### src/rtl/riscv_defines.sv
// Shared EX-stage type definitions: scheduler states, op classes and result-mux selects.
package riscv_defines;

    typedef enum logic [1:0] {
        IDLE     = 2'd0,
        MUL_WAIT = 2'd1,
        DIV_WAIT = 2'd2,
        HOLD     = 2'd3
    } sched_state_t;

    typedef enum logic [1:0] {
        OPC_ALU  = 2'd0,
        OPC_MUL  = 2'd1,
        OPC_DIV  = 2'd2,
        OPC_NONE = 2'd3
    } op_class_t;

    typedef enum logic [1:0] {
        RES_ALU = 2'd0,
        RES_MUL = 2'd1,
        RES_DIV = 2'd2
    } res_sel_t;

    localparam int unsigned SCHED_WAIT_MAX_DEF = 64;
    localparam int unsigned SCHED_CNT_W_DEF    = 7;

    function automatic logic is_wait_state(sched_state_t s);
        return (s == MUL_WAIT) || (s == DIV_WAIT);
    endfunction

endpackage

### src/rtl/sched_watchdog.sv
// Saturating wait counter for outstanding mul/div ops, plus the sticky expiry flag.
module sched_watchdog
    import riscv_defines::*;
#(
    parameter int unsigned WAIT_MAX = SCHED_WAIT_MAX_DEF,
    parameter int unsigned CNT_W    = SCHED_CNT_W_DEF
) (
    input  logic clk,
    input  logic rst,
    input  logic clr_i,
    input  logic inc_i,
    input  logic trip_i,
    output logic at_limit_o,
    output logic wd_error_o
);

    localparam logic [CNT_W-1:0] LIMIT    = CNT_W'(WAIT_MAX);
    localparam logic [CNT_W-1:0] LIMIT_M1 = CNT_W'(WAIT_MAX - 1);

    logic [CNT_W-1:0] cnt_q, cnt_d;
    logic             wd_q;

    always_comb begin
        cnt_d = cnt_q;
        if (clr_i) begin
            cnt_d = '0;
        end else if (inc_i && (cnt_q != LIMIT)) begin
            cnt_d = cnt_q + CNT_W'(1);
        end
    end

    always_ff @(posedge clk) begin
        if (rst) begin
            cnt_q <= '0;
            wd_q  <= 1'b0;
        end else begin
            cnt_q <= cnt_d;
            wd_q  <= wd_q | trip_i;
        end
    end

    // The cycle that would count up to WAIT_MAX is the expiry cycle.
    assign at_limit_o = (cnt_q == LIMIT_M1);
    assign wd_error_o = wd_q | trip_i;

endmodule

### src/rtl/ex_unit_sched.sv
// EX-stage sequencer for ALU / multiplier / divider: start pulses, stall, result steering, kill.
// Optional EX_SCHED_PERF_EN adds mul_cycles / div_cycles / stall_cycles counters.
module ex_unit_sched
    import riscv_defines::*;
#(
    parameter int unsigned WAIT_MAX = SCHED_WAIT_MAX_DEF,
    parameter int unsigned CNT_W    = SCHED_CNT_W_DEF
) (
    input  logic        clk,
    input  logic        rst,
    input  logic        ex_fire,
    input  logic        flush_e,
    input  logic        stall_down,
    input  logic [1:0]  op_class,
    input  logic        mul_valid,
    input  logic        div_valid,
    output logic        mul_start,
    output logic        div_start,
    output logic        unit_kill,
    output logic        busy_stall,
    output logic [1:0]  res_sel,
    output logic        res_valid,
    output logic        wd_error
`ifdef EX_SCHED_PERF_EN
    ,
    output logic [31:0] mul_cycles,
    output logic [31:0] div_cycles,
    output logic [31:0] stall_cycles
`endif
);

    sched_state_t state_q, state_d;
    res_sel_t     held_sel_q, held_sel_d;
    res_sel_t     sel;
    op_class_t    op;
    logic         alu_hold_q, alu_hold_d;
    logic         alu_pend, unit_valid;
    logic         wd_clr, wd_inc, wd_trip, wd_at_limit;

    sched_watchdog #(
        .WAIT_MAX (WAIT_MAX),
        .CNT_W    (CNT_W)
    ) u_wd (
        .clk        (clk),
        .rst        (rst),
        .clr_i      (wd_clr),
        .inc_i      (wd_inc),
        .trip_i     (wd_trip),
        .at_limit_o (wd_at_limit),
        .wd_error_o (wd_error)
    );

    always_comb begin
        state_d    = state_q;
        held_sel_d = held_sel_q;
        alu_hold_d = 1'b0;
        op         = op_class_t'(op_class);
        sel        = RES_ALU;
        alu_pend   = 1'b0;
        unit_valid = 1'b0;
        mul_start  = 1'b0;
        div_start  = 1'b0;
        unit_kill  = 1'b0;
        busy_stall = 1'b0;
        res_valid  = 1'b0;
        wd_clr     = 1'b0;
        wd_inc     = 1'b0;
        wd_trip    = 1'b0;
        if (rst) begin
            state_d = IDLE;
        end else if (flush_e) begin
            unit_kill = (state_q != IDLE);
            state_d   = IDLE;
            wd_clr    = 1'b1;
        end else begin
            case (state_q)
                IDLE: begin
                    // An ALU result stalled by MEM1 stays valid until it is accepted.
                    alu_pend = alu_hold_q || (ex_fire && (op == OPC_ALU));
                    if (alu_pend) begin
                        res_valid  = 1'b1;
                        busy_stall = stall_down;
                        alu_hold_d = stall_down;
                    end else if (ex_fire && (op == OPC_MUL)) begin
                        mul_start  = 1'b1;
                        busy_stall = 1'b1;
                        wd_clr     = 1'b1;
                        state_d    = MUL_WAIT;
                    end else if (ex_fire && (op == OPC_DIV)) begin
                        div_start  = 1'b1;
                        busy_stall = 1'b1;
                        wd_clr     = 1'b1;
                        state_d    = DIV_WAIT;
                    end
                end
                MUL_WAIT, DIV_WAIT: begin
                    sel        = (state_q == MUL_WAIT) ? RES_MUL : RES_DIV;
                    unit_valid = (state_q == MUL_WAIT) ? mul_valid : div_valid;
                    wd_inc     = 1'b1;
                    if (unit_valid) begin
                        res_valid  = 1'b1;
                        busy_stall = stall_down;
                        held_sel_d = sel;
                        state_d    = stall_down ? HOLD : IDLE;
                    end else if (wd_at_limit) begin
                        wd_trip   = 1'b1;
                        unit_kill = 1'b1;
                        state_d   = IDLE;
                    end else begin
                        busy_stall = 1'b1;
                    end
                end
                HOLD: begin
                    sel        = held_sel_q;
                    res_valid  = 1'b1;
                    busy_stall = stall_down;
                    if (!stall_down) begin
                        state_d = IDLE;
                    end
                end
                default: state_d = IDLE;
            endcase
        end
    end

    assign res_sel = sel;

    always_ff @(posedge clk) begin
        if (rst) begin
            state_q    <= IDLE;
            held_sel_q <= RES_ALU;
            alu_hold_q <= 1'b0;
        end else begin
            state_q    <= state_d;
            held_sel_q <= held_sel_d;
            alu_hold_q <= alu_hold_d;
        end
    end

`ifdef EX_SCHED_PERF_EN
    logic [31:0] mul_cycles_q, div_cycles_q, stall_cycles_q;

    always_ff @(posedge clk) begin
        if (rst) begin
            mul_cycles_q   <= '0;
            div_cycles_q   <= '0;
            stall_cycles_q <= '0;
        end else begin
            if (state_q == MUL_WAIT) mul_cycles_q <= mul_cycles_q + 32'd1;
            if (state_q == DIV_WAIT) div_cycles_q <= div_cycles_q + 32'd1;
            if (busy_stall)          stall_cycles_q <= stall_cycles_q + 32'd1;
        end
    end

    assign mul_cycles   = mul_cycles_q;
    assign div_cycles   = div_cycles_q;
    assign stall_cycles = stall_cycles_q;
`endif

endmodule

### config.mk
export PLATFORM = sky130hd
export DESIGN_NAME = ex_unit_sched
export DESIGN_NICKNAME = d
export VERILOG_FILES = /design/src/rtl/riscv_defines.sv /design/src/rtl/sched_watchdog.sv /design/src/rtl/ex_unit_sched.sv
export SDC_FILE = /design/constraint.sdc
export NUM_CORES = 1
export LEC_CHECK = 0
export ABC_AREA = 0
export BUFFER_PORTS_ARGS = -buffer_cell sky130_fd_sc_hd__buf_2
export CORE_MARGIN = 2
export CORE_UTILIZATION = 30
export CTS_CLUSTER_DIAMETER = 120
export DETAILED_ROUTE_END_ITERATION = 7
export PLACE_DENSITY = 0.52
export SYNTH_ARGS = -nofsm -noshare
export SYNTH_HDL_FRONTEND = slang
export SYNTH_SLANG_ARGS = --single-unit
### constraint.sdc
create_clock -name clk -period 2.25 [get_ports clk]
set_input_delay 0.1125 -clock clk [delete_from_list [all_inputs] [get_ports clk]]
set_output_delay 0.1125 -clock clk [all_outputs]
set_load 0.03 [all_outputs]
; Word level (Yosys, flattened, before mapping)
; Cells that the tools add are included.
[classes]
eq_ne = 11
add_sub_neg = 1
bitwise_logic = 4
mux = 50
reduce_logical = 14
[op_table]
columns = op, count
row1 = 1-bit 2-to-1 mux, 36
row2 = 2-bit 2-to-1 mux, 10
row3 = "7-bit by 1-bit adder with 7-bit output, second input constant", 1
row4 = "7-bit by 6-bit equality test with 1-bit output, second input constant", 1
row5 = "7-bit != test, second input constant", 1
row6 = "2-bit equality test, second input constant", 3
row7 = 1-bit one-hot mux with 3 select lines, 2
row8 = 2-bit one-hot mux with 3 select lines, 1
row9 = 2-bit OR reduction, 3
row10 = "2-bit by 1-bit equality test with 1-bit output, second input constant", 2
row11 = 1-bit logical AND, 4
row12 = 2-bit logical NOT, 2
row13 = "2-bit != test, second input constant", 2
row14 = 2-bit one-hot mux with 2 select lines, 1
row15 = 4-bit AND reduction, 1
row16 = 4-bit OR reduction, 1
row17 = "3-bit by 2-bit != test with 1-bit output, second input constant", 1
row18 = "3-bit != test, second input constant", 1
row19 = 1-bit NOT, 3
row20 = 3-bit AND reduction, 1
row21 = 2-bit nonzero test, 1
row22 = 1-bit logical OR, 1
row23 = 1-bit OR, 1
[word_totals]
regBits = 13
out_inout_bits = 8

; Logic depth before layout (Yosys ltp)
; Gate-level depths: netlist of run 1.
[logic_depth]
depth_word = 9
mapped_depth = 6

; Hierarchy
; Synthesis of run 1 repeated with hierarchy kept, for this count alone.
[hier_totals]
cells_unflattened = 112
area_unflattened_um2 = 889.6
[modules_own_cells]
columns = module, n_inst, area_per_inst_um2, cells_each
row1 = ex_unit_sched, 1, 496.7, 65
row2 = sched_watchdog, 1, 392.9, 47

; Worst setup path after synthesis of run 1
; OpenSTA, ideal clock, no wires.
[synth_timing]
path_kind = register to output
start = register state_q[1]
end = output port unit_kill
required_ns = 2.138
arrival_time_ns = 1.897
path_stages_with_launch = 7
setup_slack_ns = 0.240
cell_sequence = dfxtp_1 > inv_1 > ha_1 > mux2i_1 > nand2_1 > or3b_1 > a21oi_1
[synth_via]
elab_chain_len = 6
elab_cells_between_ends = 9
classes_between = eq/ne: 2 / mux: 5 / reduce/logical: 2
[synth_rtl]
columns = element, line_no
row1 = from (decl), ex_unit_sched.sv:32  ; sched_state_t state_q, state_d;
row2 = from (signal assigned), ex_unit_sched.sv:134  ; state_q <= state_d;
row3 = 2-bit by 1-bit equality test with 1-bit output, "ex_unit_sched.sv:76, ex_unit_sched.sv:98"
row4 = 1-bit 2-to-1 mux, ex_unit_sched.sv:98  ; unit_valid = (state_q == MUL_WAIT) ? mul_valid : div_valid;
row5 = 1-bit 2-to-1 mux, ex_unit_sched.sv:100  ; if (unit_valid) begin
row6 = 1-bit 2-to-1 mux, ex_unit_sched.sv:76  ; case (state_q)
row7 = 1-bit 2-to-1 mux (*), ex_unit_sched.sv:71  ; end else if (flush_e) begin
row8 = 1-bit 2-to-1 mux (*), ex_unit_sched.sv:69  ; if (rst) begin
row9 = to (decl), ex_unit_sched.sv:19  ; output logic unit_kill,
; Every way passes the cells marked *; elsewhere a longest branch is shown, timed or not.

; Worst setup path after layout of run 1
; Ends and elaborated chain as after synthesis.

==> results of run 1 <==
[synthesized netlist by cell type, types with 2 or more instances]
library cell | count | area [um2]
xnor2_1 | 4 | 35.03
mux2i_1 | 4 | 40.04
nor2_1 | 11 | 41.29
or3b_1 | 2 | 17.52
inv_1 | 6 | 22.52
dfxtp_1 | 13 | 260.3
a21oi_1 | 6 | 30.03
nand3_1 | 2 | 10.01
nand2_1 | 11 | 41.29
xor2_1 | 2 | 17.52
o211ai_1 | 3 | 22.52
ha_1 | 5 | 62.56
nand4_1 | 2 | 12.51
o21ai_0 | 4 | 20.02
nor3b_1 | 2 | 15.01
[layout make-up]
class | count | area (um2)
repair buffers | 19 | 107.6
multi-input cells | 84 | 589.3
fillers | 301 | 1710
inverters | 6 | 22.52
flip-flops and latches | 13 | 262.8
well taps | 31 | 38.79
clock buffers | 4 | 26.28
[worst paths after layout]
check / slack (ns) / end / cells past startpoint
setup reg to reg: 0.40 / u_wd.cnt_q[5] / 6
setup / recovery: 0.14 / unit_kill / 7
hold reg to reg: 0.50 / held_sel_q[0] / 2
hold / removal: 0.1 / held_sel_q[0] / 2
[state kept, by name, summed over array words and instances (netlist names)]
signal,flops
alu_hold_q,1
held_sel_q,2
state_q,2
u_wd.cnt_q,7
u_wd.wd_q,1
[per-stage QoR]
step / setup WS, ns / total power, mW / util [%] / std cells / hold slack [ns]
finish: 0.1444 / 0.4815 / 37.98 / 157 / 0.09536
floorplan: 0.2401 / 0.2960 / - / 103 / 0.1816
global route: 0.01729 / 0.5096 / 37.98 / 157 / 0.1021
detailed placement: 0.2643 / 0.3272 / 36.25 / 152 / 0.4016
global placement: 0.3157 / 0.3276 / 36.25 / 152 / 0.3892
CTS: 0.06434 / 0.4853 / 37.61 / 157 / 0.08564
[per-layer routing]
layer  global-route usage [%]  vias up  wire, um
met3                    4.688        4        88
met1                    16.12      376       908
met4                    5.316        0        29
met2                    22.24       16       938
li1                         -      422         -
met5                        0        -         0
[cell families (layout without fill, tap and decap cells)]
family	count (synthesis)	after routing	synth area share [%]
DFF	13	13	30.06
adders and majority gates	5	5	7.225
muxes	4	4	4.624
and+or+nand+nor	45	45	29.92
xor gates and xnor gates	6	6	6.069
buffers and inverters	6	29	2.601
AOI/OAI and AO/OA	24	24	19.51
[power by group through the flow]
stage          registers [mW]  clock network (mW)  logic [mW]
6_report                0.236               0.155      0.0901
5_1_grt                 0.237               0.173       0.100
4_1_cts                 0.236               0.160      0.0894
3_5_place_dp            0.241                   0      0.0861
3_3_place_gp            0.241                   0      0.0867
2_1_floorplan           0.240                   0      0.0556
[cells in the final DEF, fill, tap and decap left out, types with 2 or more instances in the layout]
master	Yosys	layout
inv_1	6	6
o211ai_1	3	3
xor2_1	2	2
nor2_1	11	11
nor3b_1	2	2
or3b_1	2	2
mux2i_1	4	3
dfxtp_1	13	11
ha_1	5	4
a21oi_1	6	6
buf_4	0	5
buf_2	0	14
clkbuf_4	0	3
o21ai_0	4	4
dfxtp_2	0	2
nand3_1	2	2
nand4_1	2	2
xnor2_1	4	4
nand2_1	11	11
[repair_timing]
action / 4_1_cts / 5_1_grt
resized for setup: 1 / 6
pin swaps: 0 / 0
setup buffers: 1 / 0
setup endpoints to repair: 1 / 2
==> flow_summary.ini, run 1 <==
[place]
dp_hpwl_um = 1526
gp_congestion = 0.9004
post_dp_cell_area_um2 = 999.7
portBuffers = 16

[clocking]
path_clk_slew_ns = 0.10
clkLatencyLatePin_ns = 0.29
cts_htree_levels = 1
root_buffer = clkbuf_4
ctsHoldBuffers = 0
numCtsBuffers = 3
clockBufferDepth = 2
cts_tree = built
cts_sinks = 13

[worst_setup_path]
worst-path-max-fanout = 5
critPathMaxStageDelay_ns = 0.38
crit_path_top_delay_cell = or3b_1
cp_top_family = simple AND/OR/NAND/NOR gates
critical_path_required_ns = 2.14
crit_buf_inv = 2
crit_chain = inv_1 -> ha_2 -> mux2i_2 -> nand2_1 -> or3b_1 -> a21oi_1 -> buf_4
cp-startpoint = state_q[1]
regToRegStartpoint = state_q[0]
worstSetupPathType = register to primary output
crit_path_start_kind = register
crit_arrival_ns = 1.99
end_kind = primary output

[synth]
synth_area_um2 = 865.8
seq_area_frac_synth_pct = 30.06
ys.flop_type = dfxtp_1
synth.distinct_cells = 41
synth_edf_count = 0
ys_ff_latch = 13
synth.avg_cell_area_um2 = 8.406
syn_inst = 103
async_flop_share_pct = 0
synth-warning-count = 0
synth_nets = 117

[grt]
grt_pass1_wl_um = 3539
antenna_found_initial = 0
globalRouteOverflowTotal = 0
grt_start_max_net_pins = 10
grt_usage_pct = 13.51
grt_pass1_vias = 858

[layout]
area_growth_pct = 20.95
fin_area_um2 = 1047
nets = 141
antennaDiodeCount = 0
drive_above_1_share_pct = 28.57

[drt]
routedWlPerCell_um = 12.52
drc = 0
drtIter0Drc = 40
drt_wl_total_um = 1965
viasPerCell = 5.210
firstDrtPassIters = 4
dr_total_vias = 818
ant_nets = 0

[status]
status = finished clean

[floorplan]
num_rows = 19
core_area_um2 = 2758
die_x_um = 57.72
initial_core_util_pct = 31.40
ios = 17
dieArea_um2 = 3332
die_y_um = 57.72

[power_and_ir_drop]
p_int_uw = 338.4
vdd_drop_max_mv = 0.3371
switching_share_pct = 29.73
p_leak_nw = 0.3971
p_clk_share_pct = 32.2
power.switching_uw = 143.1
p_comb_share_pct = 18.7
p_seq_share_pct = 49.1
power.density_nw_per_um2 = 459.8

[sta]
setup_tns_ns = 0
worstMarginPinSlew_ns = 0.3529
clock_skew_ns = 0.01268
slew_headroom_pct = 76.39
hold_viol_final = 0
fmax_mhz = 474.9
drv_slew = 0
fin_crit_sh_pct = 93.58
finalSetupViolations = 0
period_minus_slack_ns = 2.106
rsz0062_at_grt = no

[worst_hold_path]
hold_path.class = primary input to register
holdCritStartpoint = rst

[run]
cap_violations = 0
Note: power is estimated with default switching activity, not from simulation.
==> run 2, diff against run 1 <==
--- a/config.mk
+++ b/config.mk
@@ -5,13 +5,13 @@
 export SDC_FILE = /design/constraint.sdc
 export NUM_CORES = 1
 export LEC_CHECK = 0
-export ABC_AREA = 0
-export BUFFER_PORTS_ARGS = -buffer_cell sky130_fd_sc_hd__buf_2
+export ABC_AREA = 1
 export CORE_MARGIN = 2
 export CORE_UTILIZATION = 30
 export CTS_CLUSTER_DIAMETER = 120
 export DETAILED_ROUTE_END_ITERATION = 7
-export PLACE_DENSITY = 0.52
+export DONT_BUFFER_PORTS = 1
+export PLACE_DENSITY = 0.47
 export SYNTH_ARGS = -nofsm -noshare
 export SYNTH_HDL_FRONTEND = slang
 export SYNTH_SLANG_ARGS = --single-unit
==> flow_summary.ini, run 2 <==
[status]
status = finished clean

[clocking]
cts_tree = built
cts_sinks = 13
cts_htree_levels = 1
clockBufferDepth = 2
numCtsBuffers = 3
clkLatencyLatePin_ns = 0.28
path_clk_slew_ns = 0.09
root_buffer = clkbuf_4

[power_and_ir_drop]
switching_share_pct = 31.57
p_comb_share_pct = 21.5
power.switching_uw = 154.9
vdd_drop_max_mv = 0.2757
p_int_uw = 335.9
power.density_nw_per_um2 = 480.7
p_clk_share_pct = 30.1
p_leak_nw = 0.4640
p_seq_share_pct = 48.4

[worst_hold_path]
hold_path.class = primary input to register

[worst_setup_path]
critical_path_required_ns = 2.14
worst-path-max-fanout = 5
worstSetupPathType = register to primary output
cp-endpoint = busy_stall
end_kind = primary output
rr_endpoint = u_wd.cnt_q[2]
cpMostUsedCell = nor2_1
reg2reg_depth = 5
r2r_slack_ns = 0.61
regToRegStartpoint = state_q[0]
crit_path_start_kind = register
cp-startpoint = state_q[0]
crit_arrival_ns = 1.88
critPathMaxStageDelay_ns = 0.44
crit_path_top_delay_cell = nor2_1
crit_chain = inv_1 -> ha_1 -> nand3_1 -> o21ai_1 -> nor2_1 -> nor2_1

[layout]
area_growth_pct = 11.63
final.fill_count = 327
largestRegisters = u_wd.cnt_q x7, held_sel_q x2, state_q x2
nets = 167
drive_above_1_share_pct = 7.895
mostFrequentLayoutCells = 40 x nand2_1, 19 x inv_1, 19 x nor2_1
antennaDiodeCount = 0
largest-register = u_wd.cnt_q
final_common_cell = nand2_1
largest_reg_flops = 7

[grt]
antenna_found_initial = 0
grt_pass1_wl_um = 3374
grt_usage_pct = 12.72
grt_pass1_vias = 799
grt_start_max_net_pins = 9
globalRouteOverflowTotal = 0

[drt]
drt_wl_total_um = 2017
dr_total_vias = 892
drtIter0Drc = 25
firstDrtPassIters = 4
ant_nets = 0
drc = 0
viasPerCell = 4.822
routedWlPerCell_um = 10.90

[synth]
synth.largest_area_cell = dfxtp_1
synth_common_cells = 40 x nand2_1, 19 x inv_1, 19 x nor2_1
synth_area_leaders = dfxtp_1 28%, nand2_1 16%, inv_1 7.8%, nor2_1 7.8%, a21oi_1 7.7%
synth_most_common_cell = nand2_1
ys_ff_latch = 13
synth.avg_cell_area_um2 = 6.396
synth_nets = 157
synth_top_area_share_pct = 28.45
async_flop_share_pct = 0
syn_inst = 143
ys.flop_type = dfxtp_1
synth_area_um2 = 914.6
synth_edf_count = 0
seq_area_frac_synth_pct = 28.45
synth.distinct_cells = 23
synth-warning-count = 0

[sta]
slew_headroom_pct = 61.06
fin_ws_ns = 0.2554
fmax_mhz = 501.4
setup_tns_ns = 0
period_minus_slack_ns = 1.995
fin_crit_sh_pct = 88.65
hold_viol_final = 0
clock_skew_ns = 0.007876
finalSetupViolations = 0
worstMarginPinSlew_ns = 0.5802
drv_slew = 0
rsz0062_at_grt = no

[place]
portBuffers = 0
dp_hpwl_um = 1613
place_ws_ns = 0.5601
gp_congestion = 0.8352

[floorplan]
die_y_um = 59.22
die_x_um = 59.22
dieArea_um2 = 3506
num_rows = 20
core_area_um2 = 2978
initial_core_util_pct = 30.71
ios = 17

[run]
cap_violations = 0
[run 2: cell types whose count changed in the layout (fill, tap and decap cells not counted), sizes merged, moves of 4 or more]
cell,change
nor2,+9
a21oi,+7
inv,+13
nand2,+30
buf,-15
mux2i,-4
nand3,+5
[run 2: layout make-up]
| cell class | instances | area (um2) | area share, % |
|---|---|---|---|
| Sequential cell | 13 | 260.3 | 25.49 |
| Timing Repair Buffer | 6 | 50.05 | 4.902 |
| Inverter | 20 | 80.08 | 7.843 |
| Multi-Input combinational cell | 109 | 563.0 | 55.15 |
| Tap cell | 33 | 41.29 | 4.044 |
| Clock buffer | 4 | 26.28 | 2.574 |
[run 2: worst min path at each step]
stage	startpoint	end	depth (start not counted)
after CTS	flush_e	held_sel_q[0]	4
final	flush_e	held_sel_q[0]	4
after global placement	rst	held_sel_q[0]	1
after floorplan	rst	held_sel_q[0]	1
after detailed placement	rst	held_sel_q[0]	1
after global routing	flush_e	held_sel_q[0]	4
[run 2: logic make-up after synthesis]
family / count (synthesis) / synth area share, %
simple gates: 79 / 39.53
compound gates: 22 / 12.31
buf+inv: 21 / 9.987
flops: 13 / 28.45
fa+ha+maj: 5 / 6.840
xor+xnor: 3 / 2.873
[run 2: per-stage QoR]
step                power [mW]  std cells  area [um2]  utilization [%]  hold WS (ns)
global route            0.5222        185        1021            34.29        0.1725
floorplan               0.3263        143       914.6                -        0.1816
detailed placement      0.3450        179       974.7            32.73        0.1848
finish                  0.4908        185        1021            34.29        0.1388
global placement        0.3451        179       974.7            32.73        0.1847
CTS                     0.5014        185        1021            34.29        0.1312
[run 2: worst max-delay path: cells and delay by family (launching register included)]
family,cells,cell delay [ns]
adders and majority gates,1,0.32
buffers and inverters,1,0.08
and+or+nand+nor,3,0.61
AOI/OAI and AO/OA,1,0.18
DFF,1,0.40
[run 2: per-layer routing]
metal  vias to the layer above  wire length (um)  GRT usage [%]
met5                         -                 0              0
met1                       403               914          15.71
li1                        475                 -              -
met2                        12              1016          20.72
met4                         0                16          5.844
met3                         2                69          3.057
[run 2: power by group through the flow]
stage,registers (mW),logic (mW),clock network (mW)
floorplan,0.242,0.0839,0
global placement,0.243,0.102,0
detailed placement,0.243,0.102,0
CTS,0.238,0.106,0.158
global route,0.238,0.119,0.165
finish,0.238,0.105,0.148
[run 2: what timing repair did]
action	4_1_cts	5_1_grt
hold endpoints to repair	4	0
setup buffers	0	0
resized for setup	0	0
hold buffers	2	0
==> run 3, diff against run 2 <==
--- a/config.mk
+++ b/config.mk
@@ -7,11 +7,11 @@
 export LEC_CHECK = 0
 export ABC_AREA = 1
 export CORE_MARGIN = 2
-export CORE_UTILIZATION = 30
+export CORE_UTILIZATION = 45
 export CTS_CLUSTER_DIAMETER = 120
 export DETAILED_ROUTE_END_ITERATION = 7
 export DONT_BUFFER_PORTS = 1
-export PLACE_DENSITY = 0.47
+export PLACE_DENSITY = 0.56
 export SYNTH_ARGS = -nofsm -noshare
 export SYNTH_HDL_FRONTEND = slang
 export SYNTH_SLANG_ARGS = --single-unit
==> flow_summary.ini, run 3 (synthesis results as in run 2) <==
[power_and_ir_drop]
power.density_nw_per_um2 = 482.5
p_int_uw = 336.1
p_leak_nw = 0.4640
p_seq_share_pct = 48.6
power.switching_uw = 152.8
switching_share_pct = 31.25
p_clk_share_pct = 30.3
p_comb_share_pct = 21.1
vdd_drop_max_mv = 0.3045

[worst_setup_path]
cp_top_family = simple AND/OR/NAND/NOR gates
critPathMaxStageDelay_ns = 0.45
crit_buf_inv = 1
reg2reg_depth = 5
cpMostUsedCell = nor2_1
regToRegStartpoint = state_q[0]
worst-path-max-fanout = 5
crit_chain = inv_1 -> ha_1 -> nand3_1 -> o21ai_1 -> nor2_1 -> nor2_1
critical_path_required_ns = 2.14
end_kind = primary output
crit_arrival_ns = 1.92
crit_path_top_delay_cell = nor2_1
r2r_slack_ns = 0.67
rr_endpoint = u_wd.cnt_q[4]
crit_path_start_kind = register
worstSetupPathType = register to primary output

[clocking]
cts_resized = 0
numCtsBuffers = 3
clockBufferDepth = 2
cts_tree = built
cts_htree_levels = 1
cts_sinks = 13
path_clk_slew_ns = 0.08
clkLatencyLatePin_ns = 0.28
root_buffer = clkbuf_4

[floorplan]
die_x_um = 49.09
ios = 17
die_y_um = 49.09
core_area_um2 = 1942
initial_core_util_pct = 47.10
dieArea_um2 = 2409
num_rows = 16

[drt]
drtIter0Drc = 12
firstDrtPassIters = 4
drc = 0
viasPerCell = 4.989
routedWlPerCell_um = 10.48
dr_total_vias = 893
drt_wl_total_um = 1876
ant_nets = 0

[sta]
drv_slew = 0
period_minus_slack_ns = 2.032
rsz0062_at_grt = no
fin_crit_sh_pct = 90.30
finalSetupViolations = 0
slew_headroom_pct = 62.82
clock_skew_ns = 0.002943
fin_ws_ns = 0.2182
worstMarginPinSlew_ns = 0.5557
fmax_mhz = 492.2
setup_tns_ns = 0
hold_viol_final = 0

[grt]
globalRouteOverflowTotal = 0
grt_start_max_net_pins = 9
grt_pass1_vias = 883
grt_usage_pct = 18.76
antenna_found_initial = 0
grt_pass1_wl_um = 3546

[worst_hold_path]
hold_path.class = primary input to register
holdCritStartpoint = flush_e
hold_depth = 4
hold_end = held_sel_q[1]

[place]
place_ws_ns = 0.5362
portBuffers = 0
gp_congestion = 0.7795
dp_hpwl_um = 1535

[layout]
area_growth_pct = 10.81
antennaDiodeCount = 0
mostFrequentLayoutCells = 40 x nand2_1, 19 x inv_1, 19 x nor2_1
largestRegisters = u_wd.cnt_q x7, held_sel_q x2, state_q x2
final.fill_count = 214
largest-register = u_wd.cnt_q
final_common_cell = nand2_1
drive_above_1_share_pct = 7.895
largest_reg_flops = 7
nets = 167

[run]
cap_violations = 0

[status]
status = finished clean
-- run 3: cell counts in the layout (fill, tap and decap cells not counted) --
No cell type changed its count.
-- run 3: how the worst max path moves through the flow --
stage / start / end / slack, ns / depth (start not counted)
4_1_cts: state_q[0] / busy_stall / 0.22 / 6
5_1_grt: state_q[1] / busy_stall / 0.07 / 9
3_5_place_dp: state_q[0] / busy_stall / 0.54 / 6
6_report: state_q[0] / busy_stall / 0.22 / 6
2_1_floorplan: state_q[1] / div_start / 0.40 / 4
3_3_place_gp: state_q[0] / busy_stall / 0.58 / 6
-- run 3: metal layers --
layer	vias to the layer above	track usage, %	part of all wire (%)
met5	-	0	0
met4	0	10.00	2.6
met3	5	3.067	2.5
met2	12	34.01	50
met1	401	20.61	45
li1	475	-	-
-- run 3: area by class of cell --
class	instances	area, um2	share of cell area [%]
clock buffer	4	26.28	2.593
tap	27	33.78	3.333
multi-input combinational	109	563.0	55.56
sequential	13	260.3	25.68
timing repair buffer	6	50.05	4.938
inverter	20	80.08	7.901
-- run 3: timing repair --
item | CTS | global route
buffers inserted | 0 | 0
hold endpoints to repair | 4 | 0
hold buffers | 2 | 0
-- run 3: worst register-to-register path, stage by stage, from the launching register on --
cell	delay, ns
dfxtp_1	0.35
inv_1	0.10
ha_1	0.28
inv_1	0.15
o21ai_1	0.47
a21oi_1	0.09
-- run 3: metrics by stage --
step / hold WS (ns) / power, mW / instances / util [%] / cell area (um2)
4_1_cts: 0.1178 / 0.4947 / 179 / 52.19 / 1013
6_report: 0.1166 / 0.4890 / 179 / 52.19 / 1013
3_3_place_gp: 0.1820 / 0.3422 / 173 / 49.81 / 967.2
5_1_grt: 0.1504 / 0.5275 / 179 / 52.19 / 1013
3_5_place_dp: 0.1847 / 0.3430 / 173 / 49.81 / 967.2
2_1_floorplan: 0.1816 / 0.3263 / 143 / - / 914.6
-- run 3: power by group through the flow --
stage	combinational, mW	clock [mW]	sequential, mW
floorplan	0.0839	0	0.242
global placement	0.0990	0	0.243
detailed placement	0.0998	0	0.243
CTS	0.103	0.154	0.238
global route	0.120	0.169	0.238
finish	0.103	0.148	0.238
